**src/rtl/serial_adder.sv**
```systemverilog
// serial_adder: bit-serial WIDTH-bit adder with a start/busy/done handshake.
// Operands are captured in parallel and summed LSB-first, one bit per clock,
// through a full-adder cell built from two half adders and an OR, with a
// carry flip-flop closing the loop. Sum/Carry are registered and held
// until the next completion.
// Optional feature macro: SERIAL_ADDER_OVERFLOW_EN adds a registered
// two's-complement Overflow output updated alongside Sum/Carry.
module serial_adder #(
  parameter int WIDTH = 8
) (
  input  logic             clk,
  input  logic             rst,
  input  logic             start,
  input  logic [WIDTH-1:0] A,
  input  logic [WIDTH-1:0] B,
  input  logic             Cin,
  output logic             busy,
  output logic             done,
  output logic [WIDTH-1:0] Sum,
  output logic             Carry
`ifdef SERIAL_ADDER_OVERFLOW_EN
  ,
  output logic             Overflow
`endif
);

  // Bit counter must hold WIDTH-1; a single-bit operand still needs 1 bit.
  localparam int CW = (WIDTH > 1) ? $clog2(WIDTH) : 1;
  localparam logic [CW-1:0] CNT_LAST = CW'(WIDTH - 1);

  typedef enum logic [1:0] {
    IDLE = 2'd0,
    RUN  = 2'd1,
    DONE = 2'd2
  } state_t;

  state_t           state_reg;
  state_t           state_next;
  logic [WIDTH-1:0] a_sr_reg;
  logic [WIDTH-1:0] b_sr_reg;
  logic             c_reg;
  logic [CW-1:0]    cnt_reg;
  logic             last_bit;

  logic             ha0_s;
  logic             ha0_c;
  logic             ha1_s;
  logic             ha1_c;
  logic             s_bit;
  logic             cout;
  logic [WIDTH-1:0] sum_shift;

  // Full-adder cell: first half adder combines the operand bits, the second
  // folds in the stored carry; either half-adder carry produces carry-out.
  assign ha0_s = a_sr_reg[0] ^ b_sr_reg[0];
  assign ha0_c = a_sr_reg[0] & b_sr_reg[0];
  assign ha1_s = ha0_s ^ c_reg;
  assign ha1_c = ha0_s & c_reg;
  assign s_bit = ha1_s;
  assign cout  = ha0_c | ha1_c;

  assign last_bit = (cnt_reg == CNT_LAST);

  // The result shift register only needs the WIDTH-1 bits already produced;
  // the bit computed this cycle is concatenated on top. A 1-bit adder needs
  // no storage at all.
  generate
    if (WIDTH == 1) begin : g_single
      assign sum_shift = s_bit;
    end else begin : g_multi
      logic [WIDTH-2:0] s_sr_reg;

      assign sum_shift = {s_bit, s_sr_reg};

      // Collect sum bits MSB-in while running; cleared only by reset since
      // every bit is overwritten before the result is taken.
      always_ff @(posedge clk) begin
        if (rst) begin
          s_sr_reg <= '0;
        end else if (state_reg == RUN) begin
          s_sr_reg <= sum_shift[WIDTH-1:1];
        end
      end
    end
  endgenerate

  // State register.
  always_ff @(posedge clk) begin
    if (rst) begin
      state_reg <= IDLE;
    end else begin
      state_reg <= state_next;
    end
  end

  // Next-state logic: start only matters in IDLE; DONE lasts one cycle.
  always_comb begin
    state_next = state_reg;
    case (state_reg)
      IDLE:    if (start) state_next = RUN;
      RUN:     if (last_bit) state_next = DONE;
      DONE:    state_next = IDLE;
      default: state_next = IDLE;
    endcase
  end

  // Datapath: capture operands on accepted start, shift one bit per RUN
  // cycle, and publish the result on the final bit.
  always_ff @(posedge clk) begin
    if (rst) begin
      a_sr_reg <= '0;
      b_sr_reg <= '0;
      c_reg    <= 1'b0;
      cnt_reg  <= '0;
      Sum      <= '0;
      Carry    <= 1'b0;
`ifdef SERIAL_ADDER_OVERFLOW_EN
      Overflow <= 1'b0;
`endif
    end else begin
      case (state_reg)
        IDLE: begin
          if (start) begin
            a_sr_reg <= A;
            b_sr_reg <= B;
            c_reg    <= Cin;
            cnt_reg  <= '0;
          end
        end
        RUN: begin
          a_sr_reg <= a_sr_reg >> 1;
          b_sr_reg <= b_sr_reg >> 1;
          c_reg    <= cout;
          cnt_reg  <= cnt_reg + 1'b1;
          if (last_bit) begin
            Sum      <= sum_shift;
            Carry    <= cout;
`ifdef SERIAL_ADDER_OVERFLOW_EN
            // c_reg is the carry into the MSB, cout the carry out of it.
            Overflow <= c_reg ^ cout;
`endif
          end
        end
        default: begin
        end
      endcase
    end
  end

  assign busy = (state_reg == RUN);
  assign done = (state_reg == DONE);

endmodule
```
**config.mk**
```make
export PLATFORM = sky130hd
export DESIGN_NAME = serial_adder
export DESIGN_NICKNAME = d
export VERILOG_FILES = /design/src/rtl/serial_adder.sv
export SDC_FILE = /design/constraint.sdc
export NUM_CORES = 1
export LEC_CHECK = 0
export ABC_AREA = 1
export CORE_MARGIN = 1.5
export CORE_UTILIZATION = 45
export CTS_CLUSTER_DIAMETER = 150
export DETAILED_ROUTE_END_ITERATION = 7
export PLACE_DENSITY_LB_ADDON = 0.25
export SYNTH_ARGS = -nofsm -noshare
export SYNTH_HDL_FRONTEND = slang
export SYNTH_SLANG_ARGS = --single-unit
```
**constraint.sdc**
```tcl
create_clock -name clk -period 1.7 [get_ports clk]
set_clock_uncertainty 0.2 [all_clocks]
set_input_delay 0.34 -clock clk [delete_from_list [all_inputs] [get_ports clk]]
set_output_delay 0.34 -clock clk [all_outputs]
set_load 0.05 [all_outputs]
```
==> results of run 1 <==
-- routing by layer --
layer / GRT usage [%] / vias up
met1: 22.0 / 659
met2: 29.0 / 21
met5: 0 / -
met3: 3.30 / 8
met4: 10.9 / 0
li1: - / 848
-- tightest hold or removal path: cells and delay by family, from the launching register on --
family | cells | cell delay [ns]
AOI/OAI and AO/OA | 1 | 0.05
DFF | 1 | 0.32
and+or+nand+nor | 1 | 0.06
-- path summary, 6_finish.rpt --
kind | start | to | slack [ns]
min reg2reg | cnt_reg[1] | cnt_reg[1] | 0.26
min | cnt_reg[1] | cnt_reg[1] | 0.26
max | state_reg[1] | done | 0.09
max reg2reg | cnt_reg[0] | Sum[2] | 0.22
-- cell usage in the layout, fill, tap and decap left out, drive strengths merged --
cell,synthesis,routed
ha,2,2
clkdlybuf4s50,0,19
o21a,1,1
buf,9,18
clkinvlp,0,1
o21ai,9,9
dfxtp,38,38
fa,1,1
nor2,79,79
inv,28,28
nand3,5,5
a21oi,4,4
nand2,88,88
clkbuf,3,6
clkinv,0,1
-- report_power, final --
| group | switching (mW) | internal [mW] |
|---|---|---|
| logic | 0.169 | 0.144 |
| clock network | 0.326 | 0.326 |
| registers | 0.0277 | 0.946 |
| total | 0.522 | 1.42 |
-- per-stage QoR --
stage	setup TNS, ns	power (mW)	utilization, %
floorplan	0	1.20	-
global placement	-0.00695	1.30	60.0
detailed placement	-0.0733	1.31	60.0
CTS	0	1.96	62.6
global route	0	2.06	62.7
finish	0	1.94	62.7
-- final cells by class --
type / count / area share [%]
timing repair buffer: 37 / 21.7
clock buffer: 6 / 3.57
sequential: 38 / 33.0
clock inverter: 2 / 0.541
tap: 48 / 2.60
inverter: 28 / 4.55
multi-input combinational: 189 / 34.1
-- cells by family (layout without fill, tap and decap cells) --
group	Yosys count	after routing
adder cells (fa/ha/maj)	3	3
flip-flops	38	38
AND/OR/NAND/NOR	172	172
AO/OA/AOI/OAI	14	14
buffers and inverters	40	73
==> out/metrics.csv, run 1 <==
metric,value,unit
outcome,completed,
placementRows,22,
hold_viol_final,0,
wl_met2,1550,um
cap_viol_max_count,0,
synthTopCellsByArea,"dfxtp_1 44%, nand2_1 18%, nor2_1 17%",
synth_largest_area_cell,dfxtp_1,
design_area,2310,um^2
grt_setup_unrepaired,false,
synth_compound_area_share,4.18,%
antenna_cells,0,
antenna_found_initial,0,
grt_overflow_total,0,
avgViaCountPerCell,4.41,
synth-xor-area-share,0,%
period_share,95.0,%
grt_max_degree,31,
netlist.area_leader.share,43.9,%
wl_per_cell,9.33,um
syn-num-nets,290,
cp-end-kind,output port,
synth_fa_ha_area_share,2.60,%
area_growth,33.3,%
post-place-ws,-0.0219,ns
dieArea,4240,um^2
ys_seq_area_share,43.9,%
synth_commonest_cells,"85 x nand2_1, 77 x nor2_1, 38 x dfxtp_1",
ctsHoldBuffers,0,
avgSynthCellArea,6.49,um^2
path_cells,inv_2 -> nor2_1 -> buf_12,
place_area,2210,um^2
power.density,838,nW/um^2
port-buffer-count,30,
slew_violations,0,
regArea,763,um^2
post-route-drc-count,0,
ant_nets,0,
finalSetupViolations,0,
grt_pass1_vias,1419,
max_freq,0.619,GHz
dr.pass1.iters,4,
fin_nets,322,
fin_crit,1.61,ns
dp_cells,340,
critical_path.max_stage_delay,0.37,ns
syn_area,1730,um^2
gp_congestion,0.736,
met1Wirelength,1520,um
n_fill_cell,361,
ctsResizeCount,0,
numClockSinks,38,
ir_drop,0.609,mV
clk_pin_slew_worst_paths,0.07,ns
h-tree-depth,2,
synthMuxAreaShare,0,%
hold_class,flip-flop to flip-flop,
multi_input_area,787,um^2
whs_path_depth,2,
wl_met3,117,um
numCtsBuffers,5,
cts_setup_buffers,0,
critPathKind,flip-flop to output port,
vias,1536,
ys_ff_latch,38,
tightest_slew,0.281,ns
fin_hold_ws,0.264,ns
initial_utilization,47.0,%
synth_edf_count,0,
crit_slowest_cell,dfxtp_2,
core,3690,um^2
dieWidth,65.1,um
p_leak,1.12,nW
synth_top_family_by_area,simple AND/OR/NAND/NOR gates,
cts_buffer_depth,2,
drt-initial-drc-count,97,
synth_cells,267,
async_reset_ff_share,0,%
cp_max_fo,4,
grt_usage,17.9,%
clkLatencyLatePin,0.30,ns
final.setup.worst_slack,0.0855,ns
crit_family,flip-flops,
relSlewSlack,81.2,%
drive_gt1_share,11.7,%
synth_most_common_cell,nand2_1,
worstPathRequired,1.16,ns
cts_tree,done,
highest_layer,met4,
instances_no_fill,348,
path_buf_inv,2,
path_depth,3,
synth-simple-area-share,38.6,%
cts_root_buf,clkbuf_8,
dpl.hpwl,2240,um
worstPathArrival,1.07,ns
ios,31,
die_y,65.1,um
synthFlopType,dfxtp_1,
cp-start-kind,flip-flop,
rr_worst_depth,6,
drt-total-wl,3250,um
grt_first_pass_wirelength,5840,um
synthDistinctLibCells,17,
yosys_warnings,0,
Power figures use the tool's default switching activity.
==> run 2: changes to the inputs <==
clock period = 1.6 ns   (was 1.7 ns; I/O delays follow)
==> run 2 against run 1 <==
Via count rose by 1.8%. Clock power rose by 4.6%. Non-clock buffer count rose by 2. Critical endpoint is now busy. Largest cell class unchanged. Largest power group unchanged.
==> out/metrics.csv, run 2 (synthesis gave the netlist of run 1 again) <==
metric,value,unit,change
outcome,completed,,
fin_crit,1.57,ns,
cp-end-kind,output port,,
mostFrequentLayoutCell,nand2_1,,
period_share,98.4,%,
rr_worst_depth,6,,unchanged
slew_violations,0,,unchanged
dieArea,4240,um^2,unchanged
critPathKind,flip-flop to output port,,
layout_common_cells,"85 x nand2_1, 76 x nor2_1, 36 x dfxtp_1",,
grt_max_degree,31,,unchanged
power.share.clock,33.2,%,-0.4 points
tightest_slew,0.313,ns,+0.0318 ns
p_leak,1.13,nW,+0.83%
gp_congestion,0.728,,-1.1%
worstPathArrival,1.05,ns,-0.02 ns
cts_buffer_depth,2,,unchanged
grt_usage,17.7,%,-0.25 points
final_core_util,63.3,%,+0.68 points
numClockSinks,38,,unchanged
relSlewSlack,79.1,%,-2.1 points
use_met3,3.65,%,+0.35 points
cts_tree,done,,
whs_path_depth,2,,unchanged
core,3690,um^2,unchanged
p_sw_share,26.6,%,-0.36 points
p_int,1.51,mW,+6.6%
wl_per_cell,9.20,um,-1.4%
placementRows,22,,unchanged
numCtsBuffers,5,,unchanged
h-tree-depth,2,,unchanged
grt_pass1_vias,1402,,-1.2%
antenna_cells,0,,unchanged
port-buffer-count,30,,unchanged
net-switching-power,0.546,mW,+4.7%
clk_pin_slew_worst_paths,0.07,ns,about the same
comb_power_share,16.5,%,+0.4 points
grt_first_pass_wirelength,5740,um,-1.8%
drt-initial-drc-count,164,,+69%
r2r_setup_slack,0.11,ns,-0.11 ns
cap_viol_max_count,0,,unchanged
design_area,2340,um^2,+1.1%
ant_nets,0,,unchanged
hold_viol_final,0,,unchanged
drive_gt1_share,12.6,%,+0.92 points
top_usage_layer,met2,,
area_growth,34.7,%,
max_freq,0.635,GHz,
cp_max_fo,6,,+2
dp_cells,341,,+0.29%
vias,1563,,+1.8%
power.density,880,nW/um^2,+4.9%
finalSetupViolations,0,,unchanged
initial_utilization,47.0,%,unchanged
dieWidth,65.1,um,unchanged
place_area,2220,um^2,+0.45%
cp-start-kind,flip-flop,,
ctsHoldBuffers,0,,unchanged
grt_setup_unrepaired,true,,
drt-total-wl,3220,um,-0.80%
avgViaCountPerCell,4.47,,+1.2%
instances_no_fill,350,,+0.57%
die_y,65.1,um,unchanged
sequentialPowerShare,50.4,%,about the same
use_met1,20.5,%,-1.5 points
clkLatencyLatePin,0.29,ns,about the same
post-place-ws,-0.102,ns,-0.0798 ns
cts_root_buf,clkbuf_8,,
total_power,2.06,mW,+6.1%
antenna_found_initial,0,,unchanged
fin_hold_ws,0.260,ns,-0.00400 ns
post-route-drc-count,0,,unchanged
dr.pass1.iters,4,,unchanged
setup_tns,0,ns,unchanged
grtUsageMet2,30.0,%,+1.0 points
worstPathRequired,1.08,ns,-0.08 ns
grt_overflow_total,0,,unchanged
ir_drop,0.463,mV,-24%
dpl.hpwl,2250,um,+0.20%
fin_nets,324,,+0.62%
ios,31,,unchanged
n_fill_cell,364,,+0.83%
final.setup.worst_slack,0.0250,ns,-0.0605 ns
hold_class,flip-flop to flip-flop,,
## run 2: changes by cell type in the layout (fill, tap and decap cells not counted)
| cell | before | now |
|---|---|---|
| buf_4 | 4 | 6 |
| dfxtp_2 | 2 | 1 |
| dfxtp_4 | 0 | 1 |
| nor2_1 | 77 | 76 |
| nor2_4 | 1 | 2 |
## run 2: path summary, 6_finish.rpt
path / from / to
max: state_reg[0] / busy
min: b_sr_reg[7] / b_sr_reg[7]
max reg2reg: cnt_reg[0] / Sum[3]
min reg2reg: b_sr_reg[7] / b_sr_reg[7]
## run 2: layout make-up
type                            count  area, um^2  area share (%)
Clock buffer                        6        82.6            3.54
Tap cell                           48        60.1            2.57
Sequential cell                    38         766            32.8
Clock inverter                      2        12.5           0.536
Inverter                           28         105            4.50
Multi-Input combinational cell    189         795            34.0
Timing Repair Buffer               39         515            22.1
## run 2: metal layers
metal | vias to the layer above | wire length (um)
met3 | 8 | 99
met5 | - | 0
met2 | 22 | 1530
met4 | 0 | 89
met1 | 675 | 1500
li1 | 858 | -
## run 2: critical path, stage by stage (launching register included)
cell     delay, ns
dfxtp_4       0.38
inv_2         0.05
nor2_4        0.17
buf_12        0.16
## run 2: power by group through the flow
stage	combinational, mW	sequential (mW)	clock (mW)
after global routing	0.385	1.04	0.748
after global placement	0.332	1.05	0
final	0.338	1.04	0.681
after floorplan	0.223	1.05	0
after CTS	0.338	1.04	0.706
after detailed placement	0.337	1.06	0
## run 2: timing repair
action | in CTS | in global routing
resized for setup | 2 | 2
pin swaps | 0 | 1
endpoints found under the hold margin | 0 | 0
setup buffers | 0 | 1
endpoints found under the setup margin | 2 | 4
==> run 3: changes to the inputs <==
MAX_ROUTING_LAYER = met4   (was not set)
==> run 3 against run 2 <==
First-iteration DRC count decreased by 1.2%. Setup slack hardly changed. Non-clock buffer count did not move. Worst hold slack is essentially flat. Register-to-register slack about the same. Wire length barely moved. Global-route usage is 0.48 points higher. Sequential share of layout area stayed put. Critical endpoint unchanged. Largest power group unchanged.
==> out/metrics.csv, run 3 (synthesis gave the netlist of run 1 again) <==
metric,value,unit,change
grt_pass1_vias,1403,,+0.071%
worstPathRequired,1.08,ns,about the same
mostFrequentLayoutCell,nand2_1,,
gp_congestion,0.736,,+1.2%
layout_common_cells,"85 x nand2_1, 76 x nor2_1, 36 x dfxtp_1",,
area_growth,34.7,%,unchanged
ir_drop,0.463,mV,about the same
fin_crit,1.58,ns,+0.000171 ns
dr.pass1.iters,4,,unchanged
antenna_cells,0,,unchanged
use_met1,20.5,%,unchanged
numCtsBuffers,5,,unchanged
port-buffer-count,30,,unchanged
top_usage_layer,met2,,
cp-start-kind,flip-flop,,
design_area,2340,um^2,unchanged
max_freq,0.635,GHz,about the same
h-tree-depth,2,,unchanged
dp_cells,341,,unchanged
outcome,completed,,
cap_viol_max_count,0,,unchanged
wl_per_cell,9.19,um,about the same
use_met3,3.65,%,unchanged
cp-end-kind,output port,,
ant_nets,0,,unchanged
place_area,2220,um^2,unchanged
grt_max_degree,31,,unchanged
p_leak,1.13,nW,unchanged
instances_no_fill,350,,unchanged
worstPathArrival,1.06,ns,about the same
dieWidth,65.1,um,unchanged
power.density,880,nW/um^2,about the same
grt_first_pass_wirelength,5740,um,unchanged
placementRows,22,,unchanged
die_y,65.1,um,unchanged
tightest_slew,0.313,ns,unchanged
cts_tree,done,,
initial_utilization,47.0,%,unchanged
hold_class,flip-flop to flip-flop,,
numClockSinks,38,,unchanged
hold_viol_final,0,,unchanged
grt_usage,18.2,%,+0.48 points
clk_pin_slew_worst_paths,0.07,ns,about the same
cp_max_fo,6,,unchanged
period_share,98.4,%,about the same
avgViaCountPerCell,4.47,,unchanged
vias,1563,,unchanged
cts_buffer_depth,2,,unchanged
drive_gt1_share,12.6,%,unchanged
drt-total-wl,3220,um,about the same
grt_setup_unrepaired,true,,
slew_violations,0,,unchanged
dieArea,4240,um^2,unchanged
ios,31,,unchanged
cts_root_buf,clkbuf_8,,
grtUsageMet2,30.0,%,unchanged
dpl.hpwl,2250,um,unchanged
clkLatencyLatePin,0.29,ns,about the same
drt-initial-drc-count,162,,-1.2%
antenna_found_initial,0,,unchanged
grt_overflow_total,0,,unchanged
post-route-drc-count,0,,unchanged
fin_nets,324,,unchanged
relSlewSlack,79.1,%,unchanged
finalSetupViolations,0,,unchanged
core,3690,um^2,unchanged
critPathKind,flip-flop to output port,,
==> run 3: cell counts in the layout (fill, tap and decap cells not counted) <==
No cell type changed its count.
==> run 3: layer usage <==
layer  share of wire [%]  wire [um]
met1                  47       1500
met2                  47       1530
met3                 3.2        102
met4                 2.7         86
met5                   0          0
==> run 3: where the power goes <==
part	leakage (nW)	internal, mW	switching [mW]
clock network	0.0472	0.346	0.336
registers	0.313	1.00	0.0308
logic	0.770	0.158	0.180
==> run 3: through the flow <==
stage | setup slack, ns | setup TNS (ns) | utilization, % | hold WS [ns] | power, mW
after CTS | 0.000594 | 0 | 62.9 | 0.262 | 2.08
after detailed placement | -0.102 | -1.62 | 60.3 | 0.252 | 1.39
after floorplan | 0.189 | 0 | - | 0.189 | 1.27
after global placement | -0.0796 | -1.07 | 60.3 | 0.249 | 1.39
after global routing | -0.0224 | -0.0295 | 63.3 | 0.282 | 2.18
final | 0.0248 | 0 | 63.3 | 0.260 | 2.06
==> run 3: final timing paths <==
| check | start | to | slack (ns) | cells after the start |
|---|---|---|---|---|
| worst max-delay path | state_reg[0] | busy | 0.02 | 3 |
| worst min-delay path | b_sr_reg[7] | b_sr_reg[7] | 0.26 | 2 |
| worst max register to register | cnt_reg[0] | Sum[3] | 0.11 | 6 |
| worst min register to register | b_sr_reg[7] | b_sr_reg[7] | 0.26 | 2 |
==> run 3: critical path, stage by stage (launching register included) <==
cell and delay (ns):
dfxtp_4 0.38, inv_2 0.05, nor2_4 0.17, buf_12 0.16
==> run 3: cell type report <==
class / instances / area (um^2)
tap: 48 / 60.1
clock buffer: 6 / 82.6
fill: 364 / 1350
sequential: 38 / 766
timing repair buffer: 39 / 515
multi-input combinational: 189 / 795
inverter: 28 / 105
clock inverter: 2 / 12.5
==> run 3: repair_timing <==
| action | 4_1_cts | 5_1_grt |
|---|---|---|
| resized for setup | 2 | 2 |
| buffers inserted | 0 | 1 |
| endpoints found under the setup margin | 2 | 4 |
| pin swaps | 0 | 1 |
| hold buffers | 0 | 0 |
| cloned | 0 | 0 |
